$ cat src/rtl/conv_mac_engine_if.sv
// conv_mac_engine_if: operand/start inputs and result handshake of the MAC engine; master drives operands, slave is the engine
interface conv_mac_engine_if #(
  parameter int DW   = 8,
  parameter int WW   = 8,
  parameter int TAPS = 9,
  parameter int AW   = 32
);
  logic                 start_i;
  logic [TAPS*DW-1:0]   data_i;
  logic [TAPS*WW-1:0]   weight_i;
  logic [AW-1:0]        bias_i;
  logic                 relu_en_i;
  logic [AW-1:0]        res_o;
  logic                 res_valid_o;
  logic                 res_ready_i;
  logic                 busy_o;
  logic                 done_o;
  logic [1:0]           state_o;
  modport master (
    output start_i, data_i, weight_i, bias_i, relu_en_i, res_ready_i,
    input  res_o, res_valid_o, busy_o, done_o, state_o
  );
  modport slave (
    input  start_i, data_i, weight_i, bias_i, relu_en_i, res_ready_i,
    output res_o, res_valid_o, busy_o, done_o, state_o
  );
endinterface

$ cat src/rtl/conv_mac_engine.sv
// conv_mac_engine: one-tap-per-cycle MAC over a captured window with optional ReLU; ports clk, rst (async high), bus (slave: start/operands in, result valid/ready out, busy/done/state status)
module conv_mac_engine #(
  parameter int DW   = 8,
  parameter int WW   = 8,
  parameter int TAPS = 9,
  parameter int AW   = 32,
  localparam int IW  = (TAPS > 1) ? $clog2(TAPS) : 1
) (
  input logic              clk,
  input logic              rst,
  conv_mac_engine_if.slave bus
);
  localparam logic [1:0] S_IDLE = 2'd0;
  localparam logic [1:0] S_MAC  = 2'd1;
  localparam logic [1:0] S_OUT  = 2'd2;
  localparam logic [IW-1:0] LAST = IW'(TAPS - 1);
  logic [1:0]         r_state;
  logic [IW-1:0]      r_idx;
  logic [AW-1:0]      r_acc;
  logic [TAPS*DW-1:0] r_pix;
  logic [TAPS*WW-1:0] r_wgt;
  logic               r_relu;
  logic [AW-1:0]      r_res;
  logic               r_valid;
  logic               r_done;
  logic [DW-1:0]        w_pix;
  logic signed [WW-1:0] w_wgt;
  logic signed [DW+WW:0] w_prod;
  logic [AW-1:0]        w_sum;
  logic [AW-1:0]        w_out;
  assign w_pix  = r_pix[r_idx*DW +: DW];
  assign w_wgt  = r_wgt[r_idx*WW +: WW];
  // pixel is zero-extended to stay unsigned inside a signed multiply
  assign w_prod = $signed({1'b0, w_pix}) * w_wgt;
  assign w_sum  = r_acc + {{(AW-DW-WW-1){w_prod[DW+WW]}}, w_prod};
  assign w_out  = (r_relu && w_sum[AW-1]) ? '0 : w_sum;
  always_ff @(posedge clk or posedge rst) begin
    if (rst) begin
      r_state <= S_IDLE;
      r_idx   <= '0;
      r_acc   <= '0;
      r_pix   <= '0;
      r_wgt   <= '0;
      r_relu  <= 1'b0;
      r_res   <= '0;
      r_valid <= 1'b0;
      r_done  <= 1'b0;
    end else begin
      r_done <= 1'b0;
      if (r_state == S_IDLE && bus.start_i) begin
        r_pix   <= bus.data_i;
        r_wgt   <= bus.weight_i;
        r_relu  <= bus.relu_en_i;
        r_acc   <= bus.bias_i;
        r_idx   <= '0;
        r_state <= S_MAC;
      end else if (r_state == S_MAC) begin
        if (r_idx == LAST) begin
          r_res   <= w_out;
          r_valid <= 1'b1;
          r_state <= S_OUT;
        end else begin
          r_acc <= w_sum;
          r_idx <= r_idx + 1'b1;
        end
      end else if (r_state == S_OUT && bus.res_ready_i) begin
        r_valid <= 1'b0;
        r_done  <= 1'b1;
        r_state <= S_IDLE;
      end
    end
  end
  assign bus.res_o       = r_res;
  assign bus.res_valid_o = r_valid;
  assign bus.busy_o      = r_state != S_IDLE;
  assign bus.done_o      = r_done;
  assign bus.state_o     = r_state;
endmodule

$ cat src/flat_wrapper.sv
// flat-port wrapper written by rule: the top's interface ports become plain ports
module conv_mac_engine_flat 
#(
  parameter int DW   = 8,
  parameter int WW   = 8,
  parameter int TAPS = 9,
  parameter int AW   = 32,
  localparam int IW  = (TAPS > 1) ? $clog2(TAPS) : 1
)
  (clk, rst, bus_start_i, bus_data_i, bus_weight_i, bus_bias_i, bus_relu_en_i, bus_res_ready_i, bus_res_o, bus_res_valid_o, bus_busy_o, bus_done_o, bus_state_o);
  conv_mac_engine_if #(.DW(DW), .WW(WW), .TAPS(TAPS), .AW(AW)) bus_i ();
  input logic clk;
  input logic rst;
  input wire logic [$bits(bus_i.start_i)-1:0] bus_start_i;
  input wire logic [$bits(bus_i.data_i)-1:0] bus_data_i;
  input wire logic [$bits(bus_i.weight_i)-1:0] bus_weight_i;
  input wire logic [$bits(bus_i.bias_i)-1:0] bus_bias_i;
  input wire logic [$bits(bus_i.relu_en_i)-1:0] bus_relu_en_i;
  input wire logic [$bits(bus_i.res_ready_i)-1:0] bus_res_ready_i;
  output wire logic [$bits(bus_i.res_o)-1:0] bus_res_o;
  output wire logic [$bits(bus_i.res_valid_o)-1:0] bus_res_valid_o;
  output wire logic [$bits(bus_i.busy_o)-1:0] bus_busy_o;
  output wire logic [$bits(bus_i.done_o)-1:0] bus_done_o;
  output wire logic [$bits(bus_i.state_o)-1:0] bus_state_o;
  assign bus_i.start_i = bus_start_i;
  assign bus_i.data_i = bus_data_i;
  assign bus_i.weight_i = bus_weight_i;
  assign bus_i.bias_i = bus_bias_i;
  assign bus_i.relu_en_i = bus_relu_en_i;
  assign bus_i.res_ready_i = bus_res_ready_i;
  assign bus_res_o = bus_i.res_o;
  assign bus_res_valid_o = bus_i.res_valid_o;
  assign bus_busy_o = bus_i.busy_o;
  assign bus_done_o = bus_i.done_o;
  assign bus_state_o = bus_i.state_o;
  conv_mac_engine #(.DW(DW), .WW(WW), .TAPS(TAPS), .AW(AW)) u_core (.clk(clk), .rst(rst), .bus(bus_i));
endmodule
$ cat config.mk
export PLATFORM = sky130hd
export DESIGN_NAME = conv_mac_engine_flat
export DESIGN_NICKNAME = d
export VERILOG_FILES = /design/src/rtl/conv_mac_engine_if.sv /design/src/rtl/conv_mac_engine.sv /design/src/flat_wrapper.sv
export SDC_FILE = /design/constraint.sdc
export NUM_CORES = 1
export LEC_CHECK = 0
export ABC_CLOCK_PERIOD_IN_PS = 12900
export BUFFER_PORTS_ARGS = -buffer_cell sky130_fd_sc_hd__buf_4
export CAP_MARGIN = 20
export CORE_ASPECT_RATIO = 1.5
export CORE_MARGIN = 4
export CORE_UTILIZATION = 49
export DETAILED_ROUTE_END_ITERATION = 10
export GPL_ROUTABILITY_DRIVEN = 0
export HOLD_SLACK_MARGIN = 0.06
export MAX_ROUTING_LAYER = met4
export PLACE_DENSITY = 0.71
export SYNTH_ARGS = -nofsm -noshare
export SYNTH_HDL_FRONTEND = slang
export SYNTH_SLANG_ARGS = --single-unit
$ cat constraint.sdc
create_clock -name clk -period 12.9 [get_ports clk]
set_clock_uncertainty 0.15 [all_clocks]
set_input_delay 1.29 -clock clk [delete_from_list [all_inputs] [get_ports clk]]
set_output_delay 1.29 -clock clk [all_outputs]
set_load 0.03 [all_outputs]
**Word-level counts from Yosys, hierarchy flattened**

Cells that the tools add are included.
Widths: inputs -> output; s select.

- Logic and storage cells: 50
- Input port bits: 181
- Register bits: 217
- Output and inout port bits: 37

- Bitwise logic cells: 1
- Multiplexer cells: 17
- Equal/unequal tests: 6
- Shifts and indexed selects: 2
- Add/subtract/negate cells: 2
- Multiply operators: 1
- Reduce and logical (&&, ||, !) cells: 12

Operators with widths:

| operator | number |
|---|---|
| $shiftx 72x8->8 | 2 |
| $mux 32 | 4 |
| $add 32x32->32 | 1 |
| $mul 9x8->17 | 1 |
| $mux 4 | 3 |
| $mux 2 | 4 |
| $mux 1 | 6 |
| $reduce_and 3->1 | 2 |
| $reduce_bool 2->1 | 3 |
| $add 4x1->4 const B | 1 |
| $eq 4x4->1 const B | 1 |
| $reduce_and 2->1 | 2 |
| $logic_and 1x1->1 | 3 |
| $ne 3x2->1 const B | 1 |
| $reduce_bool 3->1 | 1 |
| $eq 2x1->1 const B | 1 |
| $eq 2x2->1 const B | 1 |
| $logic_not 2->1 | 1 |
| $ne 2x1->1 const B | 1 |
| $ne 2x2->1 const B | 1 |
| $not 1->1 | 1 |

**Logic depth before layout (Yosys ltp)**

Gate-level depths: netlist (run 1).

- Depth in word-level cells: 6
- Mapped depth: 35
- Depth with buffers taken out: 31

**Worst setup path before layout (run 1)**

OpenSTA, ideal clock, no wires.

- Path kind: register -> register
- Start point: reg u_core.r_idx[0]
- End point: reg u_core.r_res[24] (netlist: u_core.bus.res_o[24])
- Clock period less this slack: 8,811 ps
- Library setup time: 140 ps
- Data required time: 12,610 ps
- Arrival time: 8,521 ps
- Buffers on the path: 3
- Cell stages (with the launch flop): 31
- Setup slack: 4,089 ps
- Path through: dfrtp_1 > clkbuf_1 > buf_2 > mux4_2 > mux2i_1 > nor2_1 > a21oi_1 > nand2_1 > fa_1 > fa_1 > inv_1 > fa_1 > inv_1 > fa_1 > inv_1 > ha_1 > and3_1 > a221oi_1 > a21oi_1 > a221oi_1 > xnor2_1 > ha_1 > a21o_1 > a21oi_1 > o21bai_1 > or3_1 > a211oi_1 > a211oi_4 > mux2i_2 > buf_6 > o31ai_2

- Word-level cells in the longest chain between the ends: 5
- Elaborated cells between the ends (all ways): 8
- Classes of those cells: add/sub: 1; mul: 1; eq/ne: 1; shift: 2; mux: 1; reduce/logical: 2

RTL lines:

| element | line | text |
|---|---|---|
| start: declaration | conv_mac_engine.sv:18 | `logic [IW-1:0] r_idx;` |
| start signal: assignment | conv_mac_engine.sv:64 | `r_idx <= r_idx + 1'b1;` |
| $shiftx 72x8->8, on equally long branches | conv_mac_engine.sv:31, conv_mac_engine.sv:32 |  |
| $mul 9x8->17 | conv_mac_engine.sv:34 | `assign w_prod = $signed({1'b0, w_pix}) * w_wgt;` |
| $add 32x32->32 | conv_mac_engine.sv:35 | `assign w_sum = r_acc + {{(AW-DW-WW-1){w_prod[DW+WW]}}, w_prod};` |
| $logic_and 1x1->1 | conv_mac_engine.sv:36 | `assign w_out = (r_relu && w_sum[AW-1]) ? '0 : w_sum;` |
| $mux 32 | conv_mac_engine.sv:36 |  |
| end signal: assignment | conv_mac_engine.sv:59 | `r_res <= w_out;` |
| end: declaration | conv_mac_engine.sv:23 | `logic [AW-1:0] r_res;` |

Parallel ways exist; a longest one is shown, timed or not.
A chain may end at the register's enable or synchronous reset.

**Worst setup path in the final report (run 1)**

- Start point: reg u_core.r_idx[0]
- End point: reg u_core.r_res[6] (netlist: u_core.bus.res_o[6])

The elaborated chain is that of the path after synthesis.

==> reports/qor.yml, run 1 <==
synthesis.area_um2: 13090
startpoint_of_the_lowest_slack_hold_path: "u_core.bus.res_o[9]$_DFFE_PP0P_"
vias_in_the_first_global_route: 9826
critPathLaunchType: "register"
finalNetCount: 1626
final_util: 0.5974
overflow: 0
hold_depth: 2
final-setup-viol-count: 0
netlist-cell-type-count: 62
die_height_um: 208.2
seq_area_frac_synth: 0.4148
crit-reg2reg-capture: "u_core.bus.res_o[6]$_DFFE_PP0P_"
ys_async_sr_fraction: 1.000
worst_r2r_path_depth: 31
ctsResizeCount: 0
ys_warn_count: 0
synth_fp_nets: 1425
grt_first_pass_wirelength_um: 49910
endpoint_kind: "register"
cts_root_buf: "clkbuf_16"
design.portCount: 218
dp_hpwl_um: 23170
timing_worst_slew_pin_value_ns: 0.9904
final_cell_area_um2: 15770
area_of_the_core_region_um2: 26400
setup_repair_after_global_routing_missed_its_margin: "false"
start_util: 0.4959
critical_path_class: "reg2reg"
avgSynthCellArea_um2: 11.58
cts_tree: "yes"
hold_path.class: "reg2reg"
via_count: 9320
num-fill-cells: 2196
number_of_enable_flip_flop_cells_after_synthesis: 0
cts_stage_hold_buffer_count: 0
crit_arrival_ns: 9.77
antenna_left: 0
design.die.area_um2: 29450
worst-r2r-setup-slack_ns: 3.34
cp_max_stage_cell: "mux4_2"
syn-instance-count: 1130
row_count: 73
synth-main-ff-cell: "dfrtp_1"
htreeDepth: 1
cts.sink_count: 217
timing.final.hold_violations: 0
critical_path_required_ns: 13.11
portBuffers: 217
detail_route.wirelength_um: 30730
multi_input_comb_area_um2: 7193
critical_path.max_fanout: 38
timing.max_slew.rel_slack: 0.3397
grt_use_total: 0.2125
maxCapViolations: 0
placement.cell_area_um2: 15040
drt_first_iter_violations: 343
ctsLongestPathBuffers: 3
wl_per_cell_um: 18.26
layout-drive-gt1-share: 0.3591
area_growth_syn_to_layout_pct: 20.46
report.final.slew_viol_count: 0
die_w_um: 141.5
sequential_cell_area_um2: 5433
cts.reportedPaths.clkPinSlew_ns: 0.07
totalNegativeSetupSlack_ns: 0
worstHoldEndpoint: "u_core.bus.res_o[9]$_DFFE_PP0P_"
maxClockFrequency_mhz: 104.6
numCtsBuffers: 21
grt_antenna_before_repair: 1
pin_count_of_the_biggest_net_entering_global_routing: 135
finalCriticalPeriod_ns: 9.561
critical_path.max_stage_delay_ns: 0.59
drt_pre_antenna_iters: 5
detail_route.drc_violations: 0
run_status: "completed"
clk-insertion-delay-late_ns: 0.51
regToRegStartpoint: "u_core.r_idx[0]$_DFFE_PP0P_"
synth-seq-cells: 217
cts_setup_buffers: 0
period_share: 0.7412
avgViaCountPerCell: 5.538
-- state kept, by name, summed over array words and instances (netlist names) --
name / count
u_core.bus.res_o: 32
u_core.r_idx: 4
u_core.bus.state_o: 2
u_core.r_wgt: 72
u_core.bus.done_o: 1
u_core.r_acc: 32
u_core.bus.res_valid_o: 1
u_core.r_pix: 72
u_core.r_relu: 1
-- cell type report --
type	instances	area share
Multi-Input combinational cell	788	0.4562
Sequential cell	217	0.3445
Timing Repair Buffer	231	0.1133
Clock buffer	26	0.03579
Tap cell	337	0.02674
Inverter	72	0.01761
Clock inverter	11	0.005713
Antenna cell	1	0.0001587
-- cell usage after synthesis, types with 3 or more instances --
master | count | share of area
dfrtp_1 | 217 | 0.41
o31ai_2 | 12 | 0.011
xnor2_1 | 20 | 0.013
o211ai_1 | 4 | 0.0023
buf_6 | 3 | 0.0026
xor2_1 | 21 | 0.014
mux2_2 | 144 | 0.12
a21o_1 | 21 | 0.012
a221o_1 | 4 | 0.0031
o31ai_1 | 22 | 0.013
o21ai_0 | 49 | 0.019
nand4_1 | 4 | 0.0019
a31oi_1 | 6 | 0.0029
o21a_1 | 7 | 0.0040
nor2_1 | 80 | 0.023
clkbuf_1 | 43 | 0.012
nand2_1 | 59 | 0.017
a21oi_1 | 46 | 0.018
nand3_1 | 6 | 0.0023
nor3_1 | 5 | 0.0019
a221oi_1 | 5 | 0.0033
or2_2 | 14 | 0.0067
o21bai_1 | 5 | 0.0029
or3_1 | 3 | 0.0014
a22oi_1 | 29 | 0.017
nor2b_1 | 11 | 0.0053
inv_1 | 72 | 0.021
a211oi_1 | 3 | 0.0017
buf_2 | 4 | 0.0015
ha_1 | 76 | 0.073
mux2i_1 | 16 | 0.012
mux4_2 | 32 | 0.055
buf_1 | 3 | 0.00086
nand2b_1 | 7 | 0.0033
and3_1 | 5 | 0.0024
fa_1 | 38 | 0.058
-- layer usage --
layer | routed length (um) | GRT usage | vias up
met1 | 11980 | 0.2538 | 4605
met2 | 16420 | 0.3783 | 226
li1 | - | - | 4457
met4 | 482 | 0.04139 | 0
met3 | 1847 | 0.03725 | 32
met5 | 0 | - | -
-- per-stage QoR --
stage | hold WS [ns] | setup WS (ns) | instances
after floorplan | 0.3017 | 4.089 | 1130
after global placement | 0.3130 | 3.467 | 1642
after detailed placement | 0.3192 | 3.331 | 1642
after CTS | 0.3339 | 3.298 | 1679
after global routing | 0.3564 | 2.697 | 1683
final | 0.3294 | 3.339 | 1683
-- worst max path at each step --
stage	to	slack (ns)	from
5_1_grt	u_core.bus.res_o[11]$_DFFE_PP0P_	2.70	u_core.r_idx[0]$_DFFE_PP0P_
3_3_place_gp	u_core.bus.res_o[11]$_DFFE_PP0P_	3.47	u_core.r_idx[0]$_DFFE_PP0P_
4_1_cts	u_core.bus.res_o[6]$_DFFE_PP0P_	3.30	u_core.r_idx[0]$_DFFE_PP0P_
2_1_floorplan	u_core.bus.res_o[24]$_DFFE_PP0P_	4.09	u_core.r_idx[0]$_DFFE_PP0P_
6_report	u_core.bus.res_o[6]$_DFFE_PP0P_	3.34	u_core.r_idx[0]$_DFFE_PP0P_
3_5_place_dp	u_core.bus.res_o[11]$_DFFE_PP0P_	3.33	u_core.r_idx[0]$_DFFE_PP0P_
-- cells by family after synthesis --
logic type	share of synthesized area
xor+xnor	0.02743
mux	0.1922
compound gates	0.1255
fa+ha+maj	0.1308
simple gates	0.07131
flops	0.4148
buf+inv	0.03795
-- cell usage in the layout, fill, tap and decap left out, types with 22 or more instances in the layout --
cell,Yosys,final
o21ai_0,49,49
o31ai_1,22,22
mux2_2,144,144
mux4_2,32,32
a21oi_1,46,46
ha_1,76,76
nor2_1,80,79
buf_4,0,228
fa_1,38,38
inv_1,72,71
dfrtp_1,217,215
nand2_1,59,59
a22oi_1,29,29
-- worst max-delay path, delay by kind of cell, from the launching register on --
| family | cells | cell delay, ns |
|---|---|---|
| xor+xnor | 1 | 0.16 |
| buf+inv | 7 | 1.56 |
| fa+ha+maj | 6 | 2.69 |
| simple gates | 3 | 0.40 |
| mux | 3 | 1.22 |
| flops | 1 | 0.34 |
| compound gates | 11 | 2.84 |
Power of run 1 is not shown: default switching activity piles up to over one toggle a cycle in this logic, so the estimate is an artifact.
==> run 2: changes to the inputs <==
ABC_AREA = 1   (was unset)
ABC_CLOCK_PERIOD_IN_PS = 9300   (was 12900)
PLACE_DENSITY = 0.7   (was 0.71)
clock period = 9.3 ns   (was 12.9 ns; I/O delays follow)
==> run 2 against run 1 <==
  * Flip-flop and latch count unchanged
  * Utilization decreased by 1.3 points
  * Critical path depth decreased by 2
  * Fmax increased by 16%
  * Hold slack got worse by 0.0039 ns
  * Routed wire length increased by 30%
  * Die area increased by 9.1%
  * Via count increased by 39%
  * Global-route usage increased by 4.2 points
==> reports/qor.yml, run 2 <==
run_status: "completed"
timing.final.hold_violations: 0
dp_hpwl_um: 30460
wl_per_cell_um: 15.82
die_height_um: 217.6
number_of_enable_flip_flop_cells_after_synthesis: 0
critPathLaunchType: "register"
num-fill-cells: 2740
grt_antenna_before_repair: 0
grt_use_total: 0.2547
ctsLongestPathBuffers: 3
pin_count_of_the_biggest_net_entering_global_routing: 142
cts.reportedPaths.clkPinSlew_ns: 0.07
hold_path.class: "reg2reg"
portBuffers: 217
critical_path.max_fanout: 46
crit_family: "adder cells"
cts_stage_hold_buffer_count: 0
cp_max_stage_cell: "dfrtp_2"
insertedDiodeCount: 0
period_share: 0.8869
final_cell_area_um2: 16840
crit_top_cell: "nand2_1"
numCtsBuffers: 21
synth-main-ff-cell: "dfrtp_1"
cts_tree: "yes"
area_of_the_core_region_um2: 28810
ys_async_sr_fraction: 1.000
die_w_um: 147.7
synthDominantCellAreaShare: 0.3785
timing_worst_slew_pin_value_ns: 0.9558
drt_first_iter_violations: 779
ys_top_cells_by_count: "nand2_1 (719), inv_1 (259), dfrtp_1 (217)"
most_common_cell_after_layout_fill_and_taps_aside: "nand2_1"
netlist-cell-type-count: 45
critical_path_class: "reg2reg"
layout.cells.most_common_list: "nand2_1 (717), inv_1 (258), buf_4 (229), dfrtp_1 (215), o21ai_0 (132)"
critical_path.max_stage_delay_ns: 0.89
grt_first_pass_wirelength_um: 64440
clk-insertion-delay-late_ns: 0.53
synthesis.area_um2: 14350
cts_root_buf: "clkbuf_16"
setup_repair_after_global_routing_missed_its_margin: "false"
crit_arrival_ns: 8.51
drt_pre_antenna_iters: 7
detail_route.wirelength_um: 40030
syn-instance-count: 1950
vias_in_the_first_global_route: 13060
layout-drive-gt1-share: 0.1533
timing.max_slew.rel_slack: 0.3628
design.portCount: 218
synth-seq-cells: 217
endpoint_kind: "register"
start_util: 0.4979
critical_path_required_ns: 9.56
avgSynthCellArea_um2: 7.357
htreeDepth: 1
hold_ws_ns: 0.3255
finalCriticalPeriod_ns: 8.248
layout_top_registers: "u_core.r_pix: 72 flops, u_core.r_wgt: 72 flops"
avgViaCountPerCell: 5.128
synth.most_common_cell: "nand2_1"
report.final.slew_viol_count: 0
critical_path.n_buffers_inverters: 4
cts.sink_count: 217
ys_warn_count: 0
final-setup-viol-count: 0
finalNetCount: 2420
synth_fp_nets: 2245
row_count: 76
maxCapViolations: 0
cts_setup_buffers: 0
via_count: 12970
totalNegativeSetupSlack_ns: 0
antenna_left: 0
placement.cell_area_um2: 16170
area_growth_syn_to_layout_pct: 17.40
design.die.area_um2: 32140
maxClockFrequency_mhz: 121.2
detail_route.drc_violations: 0
synth_top_area_cell: "dfrtp_1"
seq_area_frac_synth: 0.3785
ctsResizeCount: 0
dominant_cells_by_area_after_synthesis: "dfrtp_1 (38%), nand2_1 (19%), inv_1 (6.8%), ha_1 (6.6%), fa_1 (5.3%)"
overflow: 0
## run 2: changes by cell type after synthesis, sizes merged, moves of 29 or more
| cell | change |
|---|---|
| mux2 | -144 |
| mux4 | -32 |
| o211ai | +45 |
| a22oi | -29 |
| o31ai | -34 |
| nor2 | +33 |
| nand2 | +690 |
| o21ai | +99 |
| inv | +191 |
| nand3 | +70 |
## run 2: path summary, 6_finish.rpt
path | from | endpoint | slack, ns | depth (start not counted)
min reg2reg | u_core.r_wgt[6]$_DFFE_PP0P_ | u_core.r_wgt[6]$_DFFE_PP0P_ | 0.33 | 2
min in group asynchronous | rst | u_core.bus.res_o[28]$_DFFE_PP0P_ | 0.48 | 2
max in group asynchronous | rst | u_core.r_pix[55]$_DFFE_PP0P_ | 6.98 | 3
max | u_core.r_idx[1]$_DFFE_PP0P_ | u_core.bus.res_o[10]$_DFFE_PP0P_ | 1.05 | 29
max reg2reg | u_core.r_idx[1]$_DFFE_PP0P_ | u_core.bus.res_o[10]$_DFFE_PP0P_ | 1.05 | 29
min | u_core.r_wgt[6]$_DFFE_PP0P_ | u_core.r_wgt[6]$_DFFE_PP0P_ | 0.33 | 2
## run 2: layout make-up
cell class / instances / area (um^2) / share of cell area
Multi-Input combinational cell: 1392 / 7530 / 0.4471
Sequential cell: 217 / 5433 / 0.3226
Timing Repair Buffer: 229 / 1719 / 0.1021
Inverter: 264 / 1003 / 0.05958
Clock buffer: 28 / 581.8 / 0.03454
Tap cell: 390 / 488.0 / 0.02897
Clock inverter: 10 / 87.58 / 0.005200
## run 2: worst reg2reg max path, delay by kind of cell (launching register included)
| kind | cells | cell delay (ns) |
|---|---|---|
| adder cells (fa/ha/maj) | 6 | 2.99 |
| AND/OR/NAND/NOR | 15 | 2.83 |
| AO/OA/AOI/OAI | 4 | 0.94 |
| buffers and inverters | 4 | 0.33 |
| flip-flops | 1 | 0.89 |
## run 2: metal layers
metal	routed length, um	vias to the layer above	global-route usage	part of all wire
li1	-	6454	-	-
met1	15560	6010	0.2926	0.39
met3	1894	90	0.02412	0.047
met5	0	-	-	0
met2	20720	419	0.4523	0.52
met4	1857	0	0.1110	0.046
## run 2: logic make-up (layout without fill, tap and decap cells)
| family | Yosys count | in the layout | share of synthesized area |
|---|---|---|---|
| AND/OR/NAND/NOR | 963 | 963 | 0.2729 |
| AO/OA/AOI/OAI | 288 | 288 | 0.1156 |
| buffers and inverters | 341 | 531 | 0.09716 |
| adder cells (fa/ha/maj) | 114 | 114 | 0.1193 |
| flip-flops | 217 | 217 | 0.3785 |
| XOR/XNOR | 27 | 27 | 0.01648 |
## run 2: metrics by stage
stage,cells,util,setup WS (ns)
after detailed placement,2492,0.5613,1.068
after CTS,2530,0.5845,1.018
after global placement,2492,0.5613,1.315
after floorplan,1950,-,2.284
final,2530,0.5845,1.052
after global routing,2530,0.5845,0.3826
Power of run 2 is left out for the same reason.
